==> config.mk <==
export PLATFORM = sky130hd
export DESIGN_NAME = uart_bus_master
export DESIGN_NICKNAME = d
export VERILOG_FILES = /design/src/rtl/uart_bus_master_pkg.sv /design/src/rtl/uart_bus_master_fifo.sv /design/src/rtl/uart_bus_master.sv
export SDC_FILE = /design/constraint.sdc
export NUM_CORES = 1
export LEC_CHECK = 0
export BUFFER_PORTS_ARGS = -buffer_cell sky130_fd_sc_hd__buf_4
export CAP_MARGIN = 30
export CORE_ASPECT_RATIO = 2
export CORE_MARGIN = 1.5
export CORE_UTILIZATION = 50
export DETAILED_ROUTE_END_ITERATION = 12
export PLACE_DENSITY = 0.8
export SLEW_MARGIN = 20
export SYNTH_ARGS = -nofsm -noshare
export SYNTH_HDL_FRONTEND = slang
export SYNTH_SLANG_ARGS = --single-unit
==> constraint.sdc <==
create_clock -name CLK -period 2.4 [get_ports CLK]
set_input_delay 0.48 -clock CLK [delete_from_list [all_inputs] [get_ports CLK]]
set_output_delay 0.48 -clock CLK [all_outputs]
set_load 0.02 [all_outputs]
==> src/rtl/uart_bus_master_pkg.sv <==
// Shared types and constants for the UART strobe-interface bus master.
package uart_bus_master_pkg;

  localparam int unsigned BYTE_W  = 8;
  localparam int unsigned GUARD_W = 3;

  typedef enum logic [1:0] {
    IDLE,
    RD,
    WR,
    GUARD
  } state_t;

  typedef struct packed {
    logic [1:0]        err;   // {framing, parity}
    logic [BYTE_W-1:0] data;
  } rx_entry_t;

endpackage

==> src/rtl/uart_bus_master_fifo.sv <==
// Synchronous show-ahead FIFO for received bytes and their error flags.
module uart_bus_master_fifo
  import uart_bus_master_pkg::*;
#(
  parameter int unsigned DEPTH = 4
) (
  input  logic      CLK,
  input  logic      RESET_N,
  input  logic      push,
  input  rx_entry_t push_data,
  input  logic      pop,
  output rx_entry_t head,
  output logic      full,
  output logic      empty
);

  localparam int unsigned AW = (DEPTH > 1) ? $clog2(DEPTH) : 1;

  rx_entry_t      mem [DEPTH];
  logic [AW-1:0]  wr_ptr;
  logic [AW-1:0]  rd_ptr;
  logic [AW:0]    count;
  logic           do_push;
  logic           do_pop;

  assign do_push = push && !full;
  assign do_pop  = pop && !empty;
  assign full    = (count == (AW+1)'(DEPTH));
  assign empty   = (count == '0);
  // Empty FIFO presents zeros so the user-side outputs are clean after reset.
  assign head    = empty ? '0 : mem[rd_ptr];

  always_ff @(posedge CLK) begin
    if (do_push) mem[wr_ptr] <= push_data;
  end

  always_ff @(posedge CLK) begin
    if (!RESET_N) begin
      wr_ptr <= '0;
      rd_ptr <= '0;
      count  <= '0;
    end else begin
      if (do_push) wr_ptr <= wr_ptr + 1'b1;
      if (do_pop)  rd_ptr <= rd_ptr + 1'b1;
      case ({do_push, do_pop})
        2'b10:   count <= count + 1'b1;
        2'b01:   count <= count - 1'b1;
        default: count <= count;
      endcase
    end
  end

endmodule

==> src/rtl/uart_bus_master.sv <==
// UART CPU-side strobe initiator with TX holding register and RX FIFO.
// Optional saturating error counter: define UART_BUS_MASTER_ERRCNT_EN.
module uart_bus_master
  import uart_bus_master_pkg::*;
#(
  parameter int unsigned RX_DEPTH     = 4,
  parameter int unsigned GUARD_CYCLES = 3
) (
  input  logic              CLK,
  input  logic              RESET_N,
  output logic              CSN,
  output logic              WEN,
  output logic              OEN,
  output logic [BYTE_W-1:0] DATA_OUT,
  input  logic [BYTE_W-1:0] DATA_IN,
  input  logic              TXRDY,
  input  logic              RXRDY,
  input  logic              PARITY_ERR,
  input  logic              FRAMING_ERR,
  input  logic              OVERFLOW,
  input  logic              tx_valid,
  input  logic [BYTE_W-1:0] tx_data,
  output logic              tx_ready,
  output logic              rx_valid,
  output logic [BYTE_W-1:0] rx_data,
  output logic [1:0]        rx_err,
  input  logic              rx_ready,
  output logic              ovf_sticky,
  input  logic              clr_ovf,
  output logic [7:0]        err_count
);

  state_t             state;
  logic [GUARD_W-1:0] guard_cnt;
  logic               hold_full;
  logic [BYTE_W-1:0]  hold_data;
  logic               init_done;
  logic               fifo_full;
  logic               fifo_empty;
  logic               push;
  rx_entry_t          push_data;
  rx_entry_t          head;
  logic               rd_req;
  logic               wr_req;

  assign rd_req    = RXRDY && !fifo_full;
  assign wr_req    = hold_full && TXRDY;
  assign push      = (state == RD);
  assign push_data = '{err: {FRAMING_ERR, PARITY_ERR}, data: DATA_IN};
  assign tx_ready  = init_done && !hold_full;
  assign rx_valid  = !fifo_empty;
  assign rx_data   = head.data;
  assign rx_err    = head.err;

  uart_bus_master_fifo #(.DEPTH(RX_DEPTH)) u_fifo (
    .CLK       (CLK),
    .RESET_N   (RESET_N),
    .push      (push),
    .push_data (push_data),
    .pop       (rx_valid && rx_ready),
    .head      (head),
    .full      (fifo_full),
    .empty     (fifo_empty)
  );

  always_ff @(posedge CLK) begin
    if (!RESET_N) begin
      state     <= IDLE;
      CSN       <= 1'b1;
      WEN       <= 1'b1;
      OEN       <= 1'b1;
      DATA_OUT  <= '0;
      guard_cnt <= '0;
      hold_full <= 1'b0;
      hold_data <= '0;
      init_done <= 1'b0;
    end else begin
      init_done <= 1'b1;
      if (tx_valid && tx_ready) begin
        hold_full <= 1'b1;
        hold_data <= tx_data;
      end
      case (state)
        // The last guard cycle makes the IDLE decision itself so strobes
        // repeat every GUARD_CYCLES+1 cycles despite the registered outputs.
        IDLE, GUARD: begin
          if (state == GUARD && guard_cnt != '0) begin
            guard_cnt <= guard_cnt - 1'b1;
          end else if (rd_req) begin
            state <= RD;
            CSN   <= 1'b0;
            OEN   <= 1'b0;
          end else if (wr_req) begin
            state    <= WR;
            CSN      <= 1'b0;
            WEN      <= 1'b0;
            DATA_OUT <= hold_data;
          end else begin
            state <= IDLE;
          end
        end
        RD: begin
          CSN       <= 1'b1;
          OEN       <= 1'b1;
          state     <= GUARD;
          guard_cnt <= GUARD_W'(GUARD_CYCLES - 1);
        end
        WR: begin
          CSN       <= 1'b1;
          WEN       <= 1'b1;
          hold_full <= 1'b0;
          state     <= GUARD;
          guard_cnt <= GUARD_W'(GUARD_CYCLES - 1);
        end
        default: state <= IDLE;
      endcase
    end
  end

  always_ff @(posedge CLK) begin
    if (!RESET_N)      ovf_sticky <= 1'b0;
    else if (OVERFLOW) ovf_sticky <= 1'b1;
    else if (clr_ovf)  ovf_sticky <= 1'b0;
  end

`ifdef UART_BUS_MASTER_ERRCNT_EN
  always_ff @(posedge CLK) begin
    if (!RESET_N || clr_ovf)
      err_count <= '0;
    else if (push && (FRAMING_ERR || PARITY_ERR) && err_count != 8'hFF)
      err_count <= err_count + 1'b1;
  end
`else
  assign err_count = '0;
`endif

endmodule

==> impl_metrics.env, run 1 <==
export IMPL_cts_setup_buffers=0
export IMPL_placeableCoreArea_um2=6060
export IMPL_share_of_synthesized_flip_flops_with_an_asynchronous_set_or_reset_pct=0
export IMPL_yosys_warnings=0
export IMPL_synth_top_cells_by_area="edfxtp_1 38%, dfxtp_1 23%, mux4_2 7.1%"
export IMPL_slew_limit_headroom_pct=53.2
export IMPL_wl_mm=5.48
export IMPL_worst_pin_slew_ns=0.701
export IMPL_grt_antenna_before_repair=0
export IMPL_synth_most_common_cell="edfxtp_1"
export IMPL_power_density_nw_per_um2=1030
export IMPL_drv_slew=0
export IMPL_drc=0
export IMPL_r2r_cells=8
export IMPL_final_setup_skew_ns=0.00443
export IMPL_antenna_cells_inserted=0
export IMPL_startpoint_type="register"
export IMPL_sequential_element_share_of_the_synthesized_area_pct=60.5
export IMPL_holdCritStartpoint="DATA_IN[1]"
export IMPL_hold_buffers=0
export IMPL_vdd_drop_max_uv=724
export IMPL_syn_area_per_cell_um2=12.7
export IMPL_setup_tns_final_ns=0
export IMPL_rr_startpoint="u_fifo.count[0]$_SDFFE_PN0P_"
export IMPL_core_rowCount=40
export IMPL_via_count_of_the_first_global_routing_pass=1956
export IMPL_path_clk_slew_ns=0.05
export IMPL_wire_per_inst_um=14.0
export IMPL_synth_top_cells_by_count="40 x edfxtp_1, 36 x dfxtp_1, 31 x nand2_1"
export IMPL_grt_pass1_wl_mm=8.83
export IMPL_cap_violations=0
export IMPL_critical_path_required_ns=1.92
export IMPL_port_buffers=49
export IMPL_htreeDepth=3
export IMPL_die_x_um=59.3
export IMPL_area_growth_synth_to_final_pct=21.3
export IMPL_floorplan_initialDensity_pct=52.4
export IMPL_cts_root_buffer_cell="clkbuf_16"
export IMPL_top_level_ports=58
export IMPL_drtAntennaViolNets=0
export IMPL_die_height_um=116
export IMPL_hp_class="primary input to register"
export IMPL_layout_drive_gt1_share_pct=25.3
export IMPL_syn_std_cell_area_um2=3170
export IMPL_synth_distinct_cells=40
export IMPL_final_nets=340
export IMPL_synth_largest_type_area_fraction_pct=37.8
export IMPL_rd_place_congestion=0.717
export IMPL_detail_route_vias_per_cell=5.08
export IMPL_min_delay_worst_endpoint="u_fifo.mem[2][1]$_DFFE_PP_"
export IMPL_setup_repair_after_global_routing_missed_its_margin="no"
export IMPL_tritoncts_clock_tree="done"
export IMPL_fin_ws_ns=0.204
export IMPL_finalSetupViolCount=0
export IMPL_number_of_synthesized_register_bits=76
export IMPL_synth_edf_count=40
export IMPL_worst_path_max_fanout=10
export IMPL_synth_top_area_cell="edfxtp_1"
export IMPL_worst_r2r_setup_slack_ns=0.21
export IMPL_post_synthesis_cells=250
export IMPL_synth_top_flop_cell="edfxtp_1"
export IMPL_worst_hold_path_depth=1
export IMPL_post_route_min_period_ns=2.20
export IMPL_clock_sinks=76
export IMPL_finalCritPeriodShare_pct=91.5
export IMPL_worstSetupPathType="register to primary output"
export IMPL_total_leakage_power_uw=0.00148
export IMPL_cts_buffer_depth=2
export IMPL_worst_setup_path_end_kind="primary output"
export IMPL_dr_pass1_iters=4
export IMPL_grt_start_max_net_pins=23
export IMPL_place_detailed_hpwl_mm=3.90
export IMPL_run_status="finished clean"
export IMPL_worst_skew_pair_late_latency_ns=0.33
export IMPL_grtUsageTotal_pct=17.6
export IMPL_num_vias=1991
export IMPL_post_cts_resized=0
export IMPL_grt_ovfl_total=0
export IMPL_worst_ep_arrival_ns=1.72
export IMPL_end_of_the_worst_register_to_register_path="u_fifo.count[2]$_SDFFE_PN0P_"
export IMPL_fmaxAchievable_ghz=0.455
export IMPL_hold_viol_final=0
export IMPL_detail_route_iter0_violations=73
export IMPL_post_place_ws_ns=0.219
export IMPL_full_die_area_um2=6860
export IMPL_num_cts_buffers=9
-- registers in the layout (all words and copies together) (netlist names), named ones only --
register       flops
u_fifo.mem        40
DATA_OUT           8
hold_data          8
guard_cnt          3
u_fifo.count       3
state              2
u_fifo.rd_ptr      2
u_fifo.wr_ptr      2
CSN                1
OEN                1
WEN                1
hold_full          1
init_done          1
ovf_sticky         1
-- placed cells by master, fill, tap and decap left out, types with 2 or more instances in the layout --
master / synthesis / final
a21oi_1: 14 / 14
clkbuf_1: 7 / 4
nand2_1: 31 / 31
mux2i_1: 9 / 9
or3_1: 2 / 2
dfxtp_1: 36 / 36
and3_1: 4 / 4
and2_1: 13 / 13
nor2b_1: 2 / 2
inv_1: 11 / 11
o21ai_0: 3 / 3
edfxtp_1: 40 / 40
nand3_1: 11 / 11
nor2_1: 11 / 11
mux4_2: 10 / 10
buf_4: 8 / 54
clkbuf_16: 0 / 9
xnor2_1: 3 / 3
ha_1: 10 / 10
xor2_1: 4 / 4
conb_1: 1 / 8
-- critical path, stage by stage, from the launching register on --
cell	delay [ns]
dfxtp_1	0.31
buf_4	0.23
mux4_2	0.52
and2_1	0.17
buf_4	0.15
-- metal layers --
metal | share of wire [%] | GRT usage (%) | up-vias
li1 | - | - | 965
met1 | 37 | 16.7 | 961
met2 | 56 | 32.7 | 57
met3 | 4.3 | 4.58 | 8
met4 | 2.3 | 9.55 | 0
met5 | 0 | 0 | -
-- final cells by class --
cell class,instances,area (µm²)
fill,457,2210
sequential,76,1920
multi-input combinational,151,1110
timing repair buffer,54,405
clock buffer,14,254
tap,84,105
inverter,11,41.3
clock inverter,2,11.3
-- stage by stage --
stage / utilization [%] / total power [µW] / area (µm²) / hold WS [ns] / instances
after floorplan: - / 2430 / 3200 / 0.437 / 257
after global placement: 59.2 / 2790 / 3580 / 0.443 / 376
after detailed placement: 59.2 / 2830 / 3580 / 0.444 / 376
after CTS: 63.6 / 4020 / 3850 / 0.339 / 392
after global routing: 63.6 / 4180 / 3850 / 0.348 / 392
final: 63.6 / 3980 / 3850 / 0.350 / 392
-- how the worst max path moves through the flow --
stage                                  from                      endpoint  slack, ns  cells after the start
4_1_cts                            register                    rx_data[0]       0.17                      4
6_report                           register                    rx_data[0]       0.20                      4
5_1_grt        u_fifo.count[2]$_SDFFE_PN0P_  u_fifo.count[2]$_SDFFE_PN0P_       0.02                      8
2_1_floorplan  u_fifo.count[0]$_SDFFE_PN0P_  u_fifo.count[2]$_SDFFE_PN0P_       0.24                      9
3_5_place_dp   u_fifo.count[0]$_SDFFE_PN0P_  u_fifo.count[2]$_SDFFE_PN0P_       0.22                      8
3_3_place_gp   u_fifo.count[0]$_SDFFE_PN0P_  u_fifo.count[2]$_SDFFE_PN0P_       0.30                      8
-- cells by family (layout without fill, tap and decap cells) --
family / Yosys count / after routing / share of synthesized area, %
compound gates: 24 / 24 / 4.85
xor+xnor: 7 / 7 / 1.93
fa+ha+maj: 11 / 11 / 4.57
buf+inv: 30 / 81 / 5.28
flops: 76 / 76 / 60.5
mux: 19 / 19 / 9.93
other cells: 1 / 8 / 0.118
simple gates: 82 / 82 / 12.8
-- power by group --
group | leakage, µW | switching, µW | internal (µW)
logic | 0.000696 | 629 | 547
registers | 0.000658 | 77.5 | 1530
clock network | 0.000125 | 465 | 725
total | 0.00148 | 1170 | 2810
No activity file was read; power rests on OpenSTA's default activity.
==> inputs of run 2 (changes only) <==
==> constraint.sdc (replaced) <==
create_clock -name CLK -period 2.5 [get_ports CLK]
set_input_delay 0.5 -clock CLK [delete_from_list [all_inputs] [get_ports CLK]]
set_output_delay 0.5 -clock CLK [all_outputs]
set_load 0.02 [all_outputs]
==> run 2 against run 1 <==
Compared with the run above: register-to-register slack gained 0.12 ns; die area is the same; total power is 2.9% higher; core utilization up 0.99 points; sequential share of layout area fell by 0.77 points; count of clock-buffer cells in the layout shrank 3; clock skew rose by 0.0016 ns.
==> impl_metrics.env, run 2 (same netlist as run 1, synthesis figures left out) <==
export IMPL_run_status="finished clean"
export IMPL_setup_repair_after_global_routing_missed_its_margin="no"
export IMPL_rr_startpoint="u_fifo.count[0]$_SDFFE_PN0P_"
export IMPL_drtAntennaViolNets=0
export IMPL_fin_ws_ns=0.292
export IMPL_full_die_area_um2=6860
export IMPL_mostFrequentLayoutCells="53 x buf_4, 40 x edfxtp_1, 36 x dfxtp_1, 31 x nand2_1, 14 x a21oi_1"
export IMPL_hold_viol_final=0
export IMPL_grtUsageTotal_pct=17.5
export IMPL_r2r_cells=8
export IMPL_reg_top3="u_fifo.mem (40), DATA_OUT (8), hold_data (8)"
export IMPL_detail_route_iter0_violations=33
export IMPL_core_rowCount=40
export IMPL_worst_skew_pair_late_latency_ns=0.33
export IMPL_tritoncts_clock_tree="done"
export IMPL_place_area_um2=3580
export IMPL_fmaxAchievable_ghz=0.453
export IMPL_via_count_of_the_first_global_routing_pass=1876
export IMPL_finalCritPeriodShare_pct=88.3
export IMPL_top_register="u_fifo.mem"
export IMPL_power_uw=4090
export IMPL_drc=0
export IMPL_cap_violations=0
export IMPL_final_core_util_pct=64.6
export IMPL_area_growth_synth_to_final_pct=23.2
export IMPL_multi_input_area_um2=1110
export IMPL_worst_ep_arrival_ns=1.71
export IMPL_wire_per_inst_um=13.9
export IMPL_worst_setup_path_end_kind="primary output"
export IMPL_hp_class="primary input to register"
export IMPL_place_detailed_hpwl_mm=3.84
export IMPL_startpoint_type="register"
export IMPL_final_fill_count=466
export IMPL_final_seq_area_um2=1920
export IMPL_grt_start_max_net_pins=23
export IMPL_power_density_nw_per_um2=1050
export IMPL_cts_buffer_depth=2
export IMPL_grt_pass1_wl_mm=8.72
export IMPL_detail_route_vias_per_cell=5.03
export IMPL_die_height_um=116
export IMPL_worst_r2r_setup_slack_ns=0.33
export IMPL_final_setup_skew_ns=0.00604
export IMPL_path_clk_slew_ns=0.06
export IMPL_final_nets=339
export IMPL_port_buffers=49
export IMPL_post_route_min_period_ns=2.21
export IMPL_slew_limit_headroom_pct=57.0
export IMPL_floorplan_initialDensity_pct=52.4
export IMPL_critical_path_required_ns=2.00
export IMPL_post_cts_resized=0
export IMPL_num_cts_buffers=9
export IMPL_placeableCoreArea_um2=6060
export IMPL_drv_slew=0
export IMPL_cts_root_buffer_cell="clkbuf_16"
export IMPL_hold_buffers=0
export IMPL_finalSetupViolCount=0
export IMPL_top_level_ports=58
export IMPL_dr_pass1_iters=4
export IMPL_worst_pin_slew_ns=0.644
export IMPL_total_leakage_power_uw=0.00151
export IMPL_rd_place_congestion=0.708
export IMPL_cts_setup_buffers=0
export IMPL_die_x_um=59.3
export IMPL_worst_path_max_fanout=10
export IMPL_endpoint="rx_data[0]"
export IMPL_num_vias=1968
export IMPL_antenna_cells_inserted=0
export IMPL_clock_sinks=76
export IMPL_largest_register_ff_count=40
export IMPL_wl_mm=5.42
export IMPL_leading_cell_type_in_the_layout_fill_and_taps_excluded="buf_4"
export IMPL_worstSetupPathType="register to primary output"
export IMPL_end_of_the_worst_register_to_register_path="u_fifo.count[2]$_SDFFE_PN0P_"
export IMPL_htreeDepth=3
export IMPL_grt_antenna_before_repair=0
export IMPL_finalInstanceArea_um2=3910
export IMPL_vdd_drop_max_uv=590
export IMPL_post_place_ws_ns=0.331
export IMPL_layout_drive_gt1_share_pct=26.1
export IMPL_grt_ovfl_total=0
export IMPL_setup_tns_final_ns=0
-- run 2: worst min-delay path by stage --
stage / startpoint / end / cells after the start
2_1_floorplan: hold_data[0]$_SDFFE_PN0P_ / hold_data[0]$_SDFFE_PN0P_ / 2
3_3_place_gp: hold_data[5]$_SDFFE_PN0P_ / hold_data[5]$_SDFFE_PN0P_ / 2
3_5_place_dp: DATA_OUT[0]$_SDFFE_PN0P_ / DATA_OUT[0]$_SDFFE_PN0P_ / 2
4_1_cts: DATA_IN[6] / u_fifo.mem[3][6]$_DFFE_PP_ / 1
5_1_grt: DATA_IN[4] / u_fifo.mem[0][4]$_DFFE_PP_ / 1
6_report: DATA_IN[5] / u_fifo.mem[2][5]$_DFFE_PP_ / 1
-- run 2: metal layers --
layer  global-route usage [%]  part of all wire (%)  vias to the layer above
met1                     18.9                    38                      937
li1                         -                     -                      967
met5                        0                     0                        -
met4                     7.73                   1.8                        0
met3                     5.69                   5.0                        8
met2                     30.3                    55                       56
-- run 2: layout make-up --
| class | count | area share (%) |
|---|---|---|
| multi-input cells | 151 | 28.4 |
| flip-flops and latches | 76 | 49.2 |
| clock buffers | 11 | 5.95 |
| clock inverters | 5 | 2.56 |
| well taps | 84 | 2.69 |
| inverters | 11 | 1.06 |
| repair buffers | 53 | 10.2 |
-- run 2: metrics by stage --
step	hold slack, ns	cells
global route	0.360	391
CTS	0.360	391
global placement	0.444	375
floorplan	0.437	257
finish	0.370	391
detailed placement	0.451	375
-- run 2: power by group --
part / leakage (µW) / internal, µW / switching, µW
Sequential: 0.000658 / 1470 / 75.2
Clock: 0.000163 / 971 / 459
Combinational: 0.000691 / 519 / 596
Total: 0.00151 / 2960 / 1130
-- run 2: worst max-delay path: stages, from the launching register on --
cell and delay [ns]:
dfxtp_1 0.30, buf_4 0.23, mux4_2 0.52, and2_1 0.17, buf_4 0.15
==> inputs of run 3 (changes only) <==
--- a/config.mk
+++ b/config.mk
@@ -9,9 +9,9 @@
 export CAP_MARGIN = 30
 export CORE_ASPECT_RATIO = 2
 export CORE_MARGIN = 1.5
-export CORE_UTILIZATION = 50
+export CORE_UTILIZATION = 30
 export DETAILED_ROUTE_END_ITERATION = 12
-export PLACE_DENSITY = 0.8
+export PLACE_DENSITY = 0.55
 export SLEW_MARGIN = 20
 export SYNTH_ARGS = -nofsm -noshare
 export SYNTH_HDL_FRONTEND = slang
==> run 3 against run 2 <==
Compared with the run above: combinational power about the same; wire length up 9.8%; sequential power about the same; setup slack better by 0.0035 ns; die area up 64%; critical path type unchanged; critical endpoint is now rx_data[3].
==> impl_metrics.env, run 3 (same netlist as run 1, synthesis figures left out) <==
export IMPL_largest_register_ff_count=40
export IMPL_run_status="finished clean"
export IMPL_r2r_cells=8
export IMPL_mostFrequentLayoutCells="53 x buf_4, 40 x edfxtp_1, 36 x dfxtp_1, 31 x nand2_1, 14 x a21oi_1"
export IMPL_hold_buffers=0
export IMPL_crit_buf_inv=2
export IMPL_cts_root_buffer_cell="clkbuf_16"
export IMPL_fmaxAchievable_ghz=0.454
export IMPL_setup_tns_final_ns=0
export IMPL_post_route_min_period_ns=2.20
export IMPL_core_rowCount=53
export IMPL_reg_top3="u_fifo.mem (40), DATA_OUT (8), hold_data (8)"
export IMPL_grtUsageTotal_pct=11.5
export IMPL_die_height_um=148
export IMPL_grt_antenna_before_repair=0
export IMPL_place_detailed_hpwl_mm=4.34
export IMPL_rd_place_congestion=0.704
export IMPL_path_clk_slew_ns=0.05
export IMPL_leading_cell_type_in_the_layout_fill_and_taps_excluded="buf_4"
export IMPL_critPathMaxStageDelay_ns=0.53
export IMPL_wl_mm=5.95
export IMPL_layout_cells_non_filler=444
export IMPL_num_cts_buffers=9
export IMPL_worst_hold_path_depth=1
export IMPL_htreeDepth=3
export IMPL_worst_pin_slew_ns=0.653
export IMPL_rr_startpoint="u_fifo.count[0]$_SDFFE_PN0P_"
export IMPL_detail_route_iter0_violations=103
export IMPL_setup_repair_after_global_routing_missed_its_margin="no"
export IMPL_critical_path_required_ns=2.00
export IMPL_wire_per_inst_um=13.4
export IMPL_worst_r2r_setup_slack_ns=0.31
export IMPL_full_die_area_um2=11200
export IMPL_cp_cell_sequence="buf_4 > mux4_2 > and2_1 > buf_4"
export IMPL_power_uw=3890
export IMPL_drtAntennaViolNets=0
export IMPL_worst_setup_path_end_kind="primary output"
export IMPL_cap_violations=0
export IMPL_floorplan_initialDensity_pct=30.5
export IMPL_num_vias=1937
export IMPL_placeableCoreArea_um2=10400
export IMPL_vdd_drop_max_uv=442
export IMPL_power_density_nw_per_um2=991
export IMPL_end_of_the_worst_register_to_register_path="u_fifo.count[2]$_SDFFE_PN0P_"
export IMPL_total_leakage_power_uw=0.00149
export IMPL_cts_buffer_depth=2
export IMPL_final_setup_skew_ns=0.00554
export IMPL_top_level_ports=58
export IMPL_post_cts_resized=0
export IMPL_final_nets=339
export IMPL_min_delay_worst_endpoint="u_fifo.mem[1][2]$_DFFE_PP_"
export IMPL_die_x_um=75.7
export IMPL_top_register="u_fifo.mem"
export IMPL_area_growth_synth_to_final_pct=23.8
export IMPL_slew_limit_headroom_pct=56.4
export IMPL_detail_route_vias_per_cell=4.36
export IMPL_hp_class="primary input to register"
export IMPL_standard_cell_with_the_maximum_stage_delay_on_the_critical_path="mux4_2"
export IMPL_hold_viol_final=0
export IMPL_place_inst=428
export IMPL_via_count_of_the_first_global_routing_pass=1927
export IMPL_port_buffers=49
export IMPL_finalCritPeriodShare_pct=88.2
export IMPL_grt_pass1_wl_mm=9.44
export IMPL_grt_ovfl_total=0
export IMPL_grt_start_max_net_pins=23
export IMPL_cts_setup_buffers=0
export IMPL_layout_drive_gt1_share_pct=25.7
export IMPL_worst_ep_arrival_ns=1.70
export IMPL_worstSetupPathType="register to primary output"
export IMPL_holdWs_ns=0.370
export IMPL_tritoncts_clock_tree="done"
export IMPL_drv_slew=0
export IMPL_holdCritStartpoint="DATA_IN[2]"
export IMPL_clock_sinks=76
export IMPL_worst_skew_pair_late_latency_ns=0.33
export IMPL_antenna_cells_inserted=0
export IMPL_critPathTopFamily="multiplexers"
export IMPL_drc=0
export IMPL_crit_top_cell="buf_4"
export IMPL_dr_pass1_iters=4
export IMPL_finalSetupViolCount=0
export IMPL_startpoint_type="register"
export IMPL_worst_path_max_fanout=10
==> run 3: per-layer routing <==
metal / track usage [%] / up-vias / wire length, µm
li1: - / 962 / -
met1: 11.8 / 918 / 2260
met2: 19.6 / 47 / 3240
met3: 4.47 / 10 / 304
met4: 5.89 / 0 / 146
met5: 0 / - / 0
==> run 3: cell type report <==
type,count,area (µm²)
clock buffers,11,233
clock inverters,5,52.6
fillers,1006,6480
inverters,11,41.3
multi-input cells,151,1110
flip-flops and latches,76,1920
well taps,137,171
repair buffers,53,398
==> run 3: worst max-delay path by stage <==
stage                                            start                           end  slack, ns  cells past startpoint
after floorplan           u_fifo.count[0]$_SDFFE_PN0P_  u_fifo.count[2]$_SDFFE_PN0P_       0.34                      9
after global placement    u_fifo.count[0]$_SDFFE_PN0P_  u_fifo.count[2]$_SDFFE_PN0P_       0.39                      8
after detailed placement  u_fifo.count[0]$_SDFFE_PN0P_  u_fifo.count[2]$_SDFFE_PN0P_       0.31                      8
after CTS                                     register                     rx_err[0]       0.25                      4
after global routing                          register                     rx_err[0]       0.20                      4
final                                         register                    rx_data[3]       0.30                      4
==> run 3: metrics by stage <==
step,util (%),setup WS [ns],instance area [µm²]
6_report,37.7,0.295,3930
5_1_grt,37.7,0.199,3930
4_1_cts,37.7,0.250,3930
3_5_place_dp,35.0,0.315,3640
3_3_place_gp,35.0,0.393,3640
2_1_floorplan,-,0.337,3200
==> run 3: report_power, final <==
part | switching [µW] | leakage (µW) | internal [µW] | total [µW]
sequential | 77.9 | 0.000658 | 1470 | 1550
clock | 465 | 0.000141 | 767 | 1230
combinational | 592 | 0.000691 | 518 | 1110
